## src/rtl/fetch_unit.sv

```systemverilog
// Instruction-fetch stage: owns the PC, tracks reads in flight to a synchronous ROM
// and buffers returned words with their PCs in a credit-checked FIFO feeding decode.
module fetch_unit #(
    parameter int                    ADDR_WIDTH  = 15,
    parameter int                    DATA_WIDTH  = 32,
    parameter int                    ROM_LATENCY = 1,
    parameter int                    FIFO_DEPTH  = 4,
    parameter logic [ADDR_WIDTH-1:0] RESET_PC    = '0
) (
    input  logic                  clk,
    input  logic                  rst,
    input  logic                  fetch_en,
    input  logic                  redirect_valid,
    input  logic [ADDR_WIDTH-1:0] redirect_pc,
    output logic [ADDR_WIDTH-1:0] rom_addr,
    input  logic [DATA_WIDTH-1:0] rom_data,
    output logic                  inst_valid,
    output logic [DATA_WIDTH-1:0] inst,
    output logic [ADDR_WIDTH-1:0] inst_pc,
    input  logic                  inst_ready
);
    localparam int PTR_W = (FIFO_DEPTH > 1) ? $clog2(FIFO_DEPTH) : 1;
    localparam int CNT_W = $clog2(FIFO_DEPTH + ROM_LATENCY + 1) + 1;

    logic [ADDR_WIDTH-1:0]  pc_q, pc_d;
    logic [ROM_LATENCY-1:0] infl_vld_q, infl_vld_d;
    logic [ADDR_WIDTH-1:0]  infl_pc_q [ROM_LATENCY];
    logic [ADDR_WIDTH-1:0]  infl_pc_d [ROM_LATENCY];
    logic [DATA_WIDTH-1:0]  fifo_inst_q [FIFO_DEPTH];
    logic [DATA_WIDTH-1:0]  fifo_inst_d [FIFO_DEPTH];
    logic [ADDR_WIDTH-1:0]  fifo_pc_q [FIFO_DEPTH];
    logic [ADDR_WIDTH-1:0]  fifo_pc_d [FIFO_DEPTH];
    logic [PTR_W-1:0]       rd_ptr_q, rd_ptr_d;
    logic [PTR_W-1:0]       wr_ptr_q, wr_ptr_d;
    logic [CNT_W-1:0]       count_q, count_d;

    logic [CNT_W-1:0]       infl_cnt;
    logic [CNT_W-1:0]       occupancy;
    logic                   pop;
    logic                   issue;
    logic                   push;

    function automatic logic [PTR_W-1:0] ptr_inc(input logic [PTR_W-1:0] p);
        if (p == PTR_W'(FIFO_DEPTH - 1)) begin
            return '0;
        end
        return p + PTR_W'(1);
    endfunction

    assign rom_addr   = pc_q;
    assign inst_valid = (count_q != '0);
    assign inst       = inst_valid ? fifo_inst_q[rd_ptr_q] : '0;
    assign inst_pc    = inst_valid ? fifo_pc_q[rd_ptr_q]   : '0;

    // Credit: every read in flight already owns a FIFO slot, so a return can never overflow.
    always_comb begin
        infl_cnt = '0;
        for (int i = 0; i < ROM_LATENCY; i++) begin
            infl_cnt = infl_cnt + CNT_W'(infl_vld_q[i]);
        end
        pop       = inst_valid && inst_ready;
        occupancy = count_q + infl_cnt - CNT_W'(pop);
        issue     = fetch_en && !redirect_valid && (occupancy < CNT_W'(FIFO_DEPTH));
        push      = infl_vld_q[ROM_LATENCY-1] && !redirect_valid;
    end

    always_comb begin
        pc_d = pc_q;
        if (redirect_valid) begin
            pc_d = redirect_pc;
        end else if (issue) begin
            pc_d = pc_q + ADDR_WIDTH'(1);
        end

        infl_vld_d    = '0;
        infl_pc_d     = infl_pc_q;
        infl_vld_d[0] = issue;
        infl_pc_d[0]  = pc_q;
        for (int i = 1; i < ROM_LATENCY; i++) begin
            infl_vld_d[i] = infl_vld_q[i-1];
            infl_pc_d[i]  = infl_pc_q[i-1];
        end
        if (redirect_valid) begin
            infl_vld_d = '0;
        end
    end

    // A pop on a redirect edge is still consumed by decode; its slot simply vanishes in the flush.
    always_comb begin
        fifo_inst_d = fifo_inst_q;
        fifo_pc_d   = fifo_pc_q;
        rd_ptr_d    = rd_ptr_q;
        wr_ptr_d    = wr_ptr_q;
        count_d     = count_q;
        if (redirect_valid) begin
            rd_ptr_d = '0;
            wr_ptr_d = '0;
            count_d  = '0;
        end else begin
            if (push) begin
                fifo_inst_d[wr_ptr_q] = rom_data;
                fifo_pc_d[wr_ptr_q]   = infl_pc_q[ROM_LATENCY-1];
                wr_ptr_d              = ptr_inc(wr_ptr_q);
            end
            if (pop) begin
                rd_ptr_d = ptr_inc(rd_ptr_q);
            end
            count_d = count_q + CNT_W'(push) - CNT_W'(pop);
        end
    end

    always_ff @(posedge clk) begin
        if (!rst) begin
            pc_q       <= RESET_PC;
            infl_vld_q <= '0;
            rd_ptr_q   <= '0;
            wr_ptr_q   <= '0;
            count_q    <= '0;
        end else begin
            pc_q       <= pc_d;
            infl_vld_q <= infl_vld_d;
            rd_ptr_q   <= rd_ptr_d;
            wr_ptr_q   <= wr_ptr_d;
            count_q    <= count_d;
        end
    end

    // Payload storage is qualified by the valid bits and count, so it needs no reset.
    always_ff @(posedge clk) begin
        infl_pc_q   <= infl_pc_d;
        fifo_inst_q <= fifo_inst_d;
        fifo_pc_q   <= fifo_pc_d;
    end

endmodule

```

## config.mk

```make
export PLATFORM = sky130hd
export DESIGN_NAME = fetch_unit
export DESIGN_NICKNAME = d
export VERILOG_FILES = /design/src/rtl/fetch_unit.sv
export SDC_FILE = /design/constraint.sdc
export NUM_CORES = 1
export LEC_CHECK = 0
export ABC_AREA = 0
export CAP_MARGIN = 20
export CORE_MARGIN = 3
export CORE_UTILIZATION = 55
export CTS_BUF_LIST = sky130_fd_sc_hd__clkbuf_4 sky130_fd_sc_hd__clkbuf_8 sky130_fd_sc_hd__clkbuf_16
export CTS_CLUSTER_DIAMETER = 120
export DETAILED_ROUTE_END_ITERATION = 8
export PLACE_DENSITY = 0.79
export SLEW_MARGIN = 15
export SYNTH_ARGS = -nofsm -noshare
export SYNTH_HDL_FRONTEND = slang
export SYNTH_SLANG_ARGS = --single-unit
```

## constraint.sdc

```tcl
create_clock -name clk -period 2.8 [get_ports clk]
set_input_delay 0.56 -clock clk [delete_from_list [all_inputs] [get_ports clk]]
set_output_delay 0.56 -clock clk [all_outputs]
set_load 0.005 [all_outputs]
```

==> impl_metrics.yaml, run 1 <==
routing:
  vias: 5402
  drc: 0
  vias_per_cell: 5.89
  wl_per_cell_um: 21.7
  drtIter0Drc: 404
  drtPass1Iterations: 5
  wl_um: 19900
  ant_nets: 0
place:
  port_buffers: 114
  placed_cells: 853
  gp_congestion: 0.835
  postPlaceCellArea_sq_um: 10700
  post-dp-hpwl_um: 11300
logic_synthesis:
  synth_edf_count: 188
  synth_nets: 587
  yosys_warnings: 0
  synth.cell_area_sq_um: 9100
  syn_area_per_cell_sq_um: 17.4
  async_flop_share: 0
  synth_seq_cells: 227
  synth_cells: 523
  synthDistinctLibCells: 50
  ys.flop_type: "edfxtp_1"
  seq_area_frac_synth: 0.706
setup_path:
  ff2ff_path_depth: 13
  crit_arrival_ns: 2.19
  criticalPathCategory: "reg -> out"
  crit_path_start: "rd_ptr_q[0]"
  max_stage_delay_ns: 0.48
  cp-start-kind: "flip-flop"
  crit_chain: "buf_12 > mux4_2 > and2_1 > clkdlybuf4s50_1"
  reg2reg_to: "rom_addr[11]"
  endpoint_kind: "primary output"
  crit_fanout: 10
  ff2ff_setup_slack_ns: 0.14
  slowest_stage: "mux4_2"
  crit_end: "inst[18]"
  crit_required_ns: 2.24
  r2r-start: "count_q[2]"
finish:
  final_area_sq_um: 11800
  insertedDiodeCount: 0
  fin_cells: 917
  syn_to_final_growth_pct: 29.8
  layout_commonest_cell: "edfxtp_1"
  fin_nets: 749
  mostFrequentLayoutCells: "edfxtp_1 (188), clkdlybuf4s50_1 (73), and2_1 (48)"
  drive_above_1_share: 0.252
min_path:
  worstHoldPathType: "reg -> reg"
  whs_path_depth: 0
flow_run:
  max_cap_viol_count: 0
die:
  row_count: 46
  dieArea_sq_um: 18100
  ios: 115
  start_util: 0.567
  core-area_sq_um: 16100
  die_x_um: 135
  die_height_um: 135
timing:
  setup_viol: 0
  period_share: 0.981
  hold_violations: 0
  max_freq_ghz: 0.364
  hold_ws_ns: 0.419
  slew_violations: 0
  period_minus_slack_ns: 2.75
  skew_ns: 0.0128
  maxSlewHeadroom: 0.702
  worstMarginPinSlew_ns: 0.445
global_routing:
  grt_pass1_wl_um: 30700
  antenna_found_initial: 0
  grt_pass1_vias: 5576
  grt_usage: 0.218
  overflow: 0
  grt_max_degree: 48
clock_tree:
  cts_max_level: 1
  clkLatencyLatePin_ns: 0.50
  cts_tree: "done"
  root_buffer: "clkbuf_16"
  clock_path_buffers: 3
  hold_buffers: 0
  numCtsBuffers: 22
  clk_pin_slew_ns: 0.06
  clock_sinks: 227
power_and_ir_drop:
  vdd_drop_max_uv: 412
  p_leak_nw: 4.24
  p_per_area_nw_per_um2: 796
  finalPower_mw: 9.40
status:
  status: "completed"
[cell type report]
| type | instances | area [sq um] |
|---|---|---|
| clock buffer | 31 | 679 |
| clock inverter | 9 | 76.3 |
| fill | 952 | 4250 |
| inverter | 11 | 43.8 |
| multi-input combinational | 259 | 2610 |
| sequential | 227 | 6430 |
| tap | 216 | 270 |
| timing repair buffer | 164 | 1690 |
[cell usage after synthesis (all sizes together) (2+ instances only)]
cell type,n,area [sq um]
a21oi,5,36.3
nor4b,6,52.6
nor2b,2,12.5
o211ai,4,30.0
mux2i,2,20.0
edfxtp,188,5650
inv,11,41.3
and3,12,80.1
a41oi,2,17.5
a21boi,2,26.3
nor2,17,63.8
a32oi,6,52.6
and2,50,313
or4,3,30.0
dfxtp,39,781
nor3b,3,33.8
clkbuf,18,67.6
nand2,13,48.8
a211oi,5,62.6
or2,3,18.8
nand4,5,31.3
or3,2,12.5
ha,11,138
o2111ai,2,17.5
o21ai,16,80.1
nor4,5,52.6
nand3,19,95.1
a31oi,2,12.5
mux4,47,1060
nor3,5,25.0
buf,8,37.5
xnor2,2,17.5
[power by group]
part / total (mW) / internal, mW / switching [mW]
registers: 3.87 / 3.77 / 0.103
clock network: 2.98 / 1.79 / 1.19
logic: 2.55 / 1.44 / 1.11
total: 9.40 / 6.99 / 2.41
[worst min-delay path by stage]
stage,start,endpoint,slack [ns]
after global placement,rom_addr[10],infl_pc_q[10],0.40
after global routing,rom_addr[10],infl_pc_q[10],0.44
after detailed placement,rom_addr[10],infl_pc_q[10],0.41
after CTS,rom_addr[10],infl_pc_q[10],0.43
final,rom_addr[10],infl_pc_q[10],0.42
after floorplan,rom_addr[10],infl_pc_q[10],0.39
[cell families (layout without fill, tap and decap cells)]
kind of cell / Yosys count / after routing / share of synthesized area
multiplexers: 49 / 49 / 0.119
adder cells (fa/ha/maj): 12 / 12 / 0.0173
XOR/XNOR: 3 / 3 / 0.00289
flip-flops: 227 / 227 / 0.706
AO/OA/AOI/OAI: 48 / 48 / 0.0410
buffers and inverters: 37 / 215 / 0.0161
AND/OR/NAND/NOR: 147 / 147 / 0.0978
[sequential cells by signal, summed over array words and instances (netlist names)]
register and cells:
fifo_inst_q 128, count_q 4, rom_addr 15, fifo_pc_q 60
wr_ptr_q 2, infl_pc_q 15, infl_vld_q 1, rd_ptr_q 2
[routing by layer]
layer	GRT usage	wire length, um
met5	0	0
met4	0.0503	284
met3	0.0488	1440
met2	0.361	9760
met1	0.300	8380
[worst max-delay path, delay by kind of cell (launching register included)]
family                 cells  cell delay [ns]
multiplexers               1             0.48
flip-flops                 1             0.43
buffers and inverters      2             0.60
AND/OR/NAND/NOR            1             0.18
[through the flow]
step	setup TNS, ns	setup slack [ns]	util
CTS	-0.148	-0.0358	0.722
global route	-0.0229	-0.00887	0.735
global placement	-3.42	-0.301	0.667
detailed placement	-4.41	-0.355	0.667
floorplan	0	0.266	-
finish	0	0.0525	0.735
[timing repair]
action | in CTS | in global routing
resized for setup | 48 | 23
endpoints found under the setup margin | 47 | 27
gates cloned | 3 | 1
buffers inserted | 6 | 16
pin swaps | 0 | 9
No activity file was read; power rests on OpenSTA's default activity.
==> inputs of run 2 (changes only) <==
--- a/config.mk
+++ b/config.mk
@@ -13,7 +13,7 @@
 export CTS_CLUSTER_DIAMETER = 120
 export DETAILED_ROUTE_END_ITERATION = 8
 export PLACE_DENSITY = 0.79
-export SLEW_MARGIN = 15
+export SLEW_MARGIN = 0
 export SYNTH_ARGS = -nofsm -noshare
 export SYNTH_HDL_FRONTEND = slang
 export SYNTH_SLANG_ARGS = --single-unit
==> results of run 2 <==
Final layout, timing and power as in run 1 (identical DEF).
==> inputs of run 3 (changes only) <==
--- a/config.mk
+++ b/config.mk
@@ -7,13 +7,12 @@
 export LEC_CHECK = 0
 export ABC_AREA = 0
 export CAP_MARGIN = 20
-export CORE_MARGIN = 3
 export CORE_UTILIZATION = 55
 export CTS_BUF_LIST = sky130_fd_sc_hd__clkbuf_4 sky130_fd_sc_hd__clkbuf_8 sky130_fd_sc_hd__clkbuf_16
 export CTS_CLUSTER_DIAMETER = 120
 export DETAILED_ROUTE_END_ITERATION = 8
 export PLACE_DENSITY = 0.79
-export SLEW_MARGIN = 0
+export SLEW_MARGIN = 5
 export SYNTH_ARGS = -nofsm -noshare
 export SYNTH_HDL_FRONTEND = slang
 export SYNTH_SLANG_ARGS = --single-unit
==> run 3 against run 2 <==
Effect of this change:
- via count is 2.1% lower
- global-route usage is 0.34 points higher
- maximum frequency hardly changed
- largest power group unchanged
- final area is 0.90% lower
- sequential share of layout area is 0.47 points higher
- clock skew hardly changed
- critical endpoint is now rom_addr[14]
- die area is 5.9% lower
- final cell count is 1.7% lower
- non-clock buffer count is 17 lower
- highest routed layer unchanged
==> impl_metrics.yaml, run 3 (same netlist as run 1, synthesis figures left out) <==
status:
  status: "completed"
routing:
  wl_um: 18400
  drtIter0Drc: 450
  ant_nets: 0
  vias_per_cell: 5.87
  drc: 0
  drtPass1Iterations: 4
  wl_per_cell_um: 20.5
  vias: 5290
place:
  post-dp-hpwl_um: 11200
  gp_congestion: 0.873
  place_ws_ns: -0.355
  port_buffers: 114
  placed_cells: 853
timing:
  worstMarginPinSlew_ns: 0.596
  maxSlewHeadroom: 0.602
  rsz0062_at_grt: "yes"
  setup_viol: 0
  hold_ws_ns: 0.428
  skew_ns: 0.0123
  period_minus_slack_ns: 2.75
  fin_ws_ns: 0.0513
  max_freq_ghz: 0.364
  slew_violations: 0
  hold_violations: 0
  period_share: 0.982
setup_path:
  crit_required_ns: 3.20
  cp-start-kind: "flip-flop"
  slowest_stage: "or4_4"
  crit_fanout: 6
  crit_chain: "inv_1 > ha_1 > nor3b_4 > buf_4 > or3_4 > ha_4 > nand2_4 > nor4_4 > buf_4 > or4_4 > and3_4 > a211oi_2"
  path_common_cell: "buf_4"
  crit_arrival_ns: 3.15
  endpoint_kind: "flip-flop"
  crit_path_start: "count_q[2]"
  criticalPathCategory: "reg -> reg"
  max_stage_delay_ns: 0.57
  r2r-start: "count_q[2]"
global_routing:
  grt_pass1_vias: 5347
  overflow: 0
  grt_pass1_wl_um: 28300
  grt_usage: 0.221
  grt_max_degree: 48
  antenna_found_initial: 1
power_and_ir_drop:
  p_switching_mw: 2.31
  p_leak_nw: 4.35
  vdd_drop_max_uv: 541
  swShare: 0.245
  power_frac_comb: 0.257
  power.internal_mw: 7.13
  clkPwrFrac: 0.334
  finalPower_mw: 9.44
  seqPwrFrac: 0.409
  p_per_area_nw_per_um2: 806
finish:
  fin_util: 0.731
  reg.largest.list: "fifo_inst_q: 128 flops, fifo_pc_q: 60 flops"
  syn_to_final_growth_pct: 28.6
  fin_nets: 733
  largest_reg_flops: 128
  nFillCells: 996
  mostFrequentLayoutCells: "edfxtp_1 (188), clkdlybuf4s50_1 (71), and2_1 (49)"
  insertedDiodeCount: 0
  layout_commonest_cell: "edfxtp_1"
  drive_above_1_share: 0.222
  fin_cells: 901
  regMostFlops: "fifo_inst_q"
flow_run:
  max_cap_viol_count: 0
die:
  die_height_um: 131
  dieArea_sq_um: 17100
  ios: 115
  start_util: 0.569
  row_count: 46
  core-area_sq_um: 16000
  die_x_um: 131
min_path:
  min_from: "rom_addr[10]"
  worstHoldPathType: "reg -> reg"
clock_tree:
  numCtsBuffers: 23
  clock_sinks: 227
  clkLatencyLatePin_ns: 0.49
  cts_tree: "done"
  clk_pin_slew_ns: 0.06
  clock_path_buffers: 3
  cts_max_level: 1
  root_buffer: "clkbuf_16"
## run 3: path summary, 6_finish.rpt
kind | endpoint | slack (ns) | cells after the start
max | rom_addr[14] | 0.05 | 12
min | infl_pc_q[10] | 0.43 | 0
max reg2reg | rom_addr[14] | 0.05 | 12
min reg2reg | infl_pc_q[10] | 0.43 | 0
## run 3: per-stage QoR
step                instance area, sq um  TNS [ns]
CTS                                11500    -0.329
global placement                   10700     -3.33
global route                       11700  -0.00359
floorplan                           9100         0
finish                             11700         0
detailed placement                 10700     -4.19
## run 3: worst max-delay path: cells and delay by family (launching register included)
family	cells	cell delay (ns)
compound gates	1	0.15
fa+ha+maj	2	0.43
buf+inv	3	0.39
flops	1	0.30
simple gates	6	1.39
## run 3: area by class of cell
type	count	area (sq um)	area share
flip-flops and latches	227	6430	0.550
multi-input cells	259	2600	0.222
repair buffers	147	1560	0.133
clock buffers	31	648	0.0554
well taps	216	270	0.0231
clock inverters	10	149	0.0127
inverters	11	43.8	0.00374
## run 3: power groups by stage
| stage | registers, mW | logic, mW | clock network (mW) |
|---|---|---|---|
| finish | 3.86 | 2.42 | 3.15 |
| global route | 3.87 | 2.62 | 3.35 |
| CTS | 3.86 | 2.31 | 3.20 |
| detailed placement | 3.93 | 2.21 | 0 |
| global placement | 3.92 | 2.18 | 0 |
| floorplan | 3.90 | 1.03 | 0 |
## run 3: repair_timing
| item | CTS | global route |
|---|---|---|
| gates resized for setup | 31 | 36 |
| hold buffers | 0 | 0 |
| endpoints found under the setup margin | 47 | 40 |
| cloned | 1 | 1 |
| pin swaps | 2 | 3 |
| setup buffers | 2 | 3 |
## run 3: layer usage
metal / wire length, um / up-vias / track usage
met5: 0 / - / 0
met4: 261 / 0 / 0.0534
met3: 1550 / 33 / 0.0448
met2: 9070 / 234 / 0.378
met1: 7560 / 2660 / 0.293
li1: - / 2363 / -
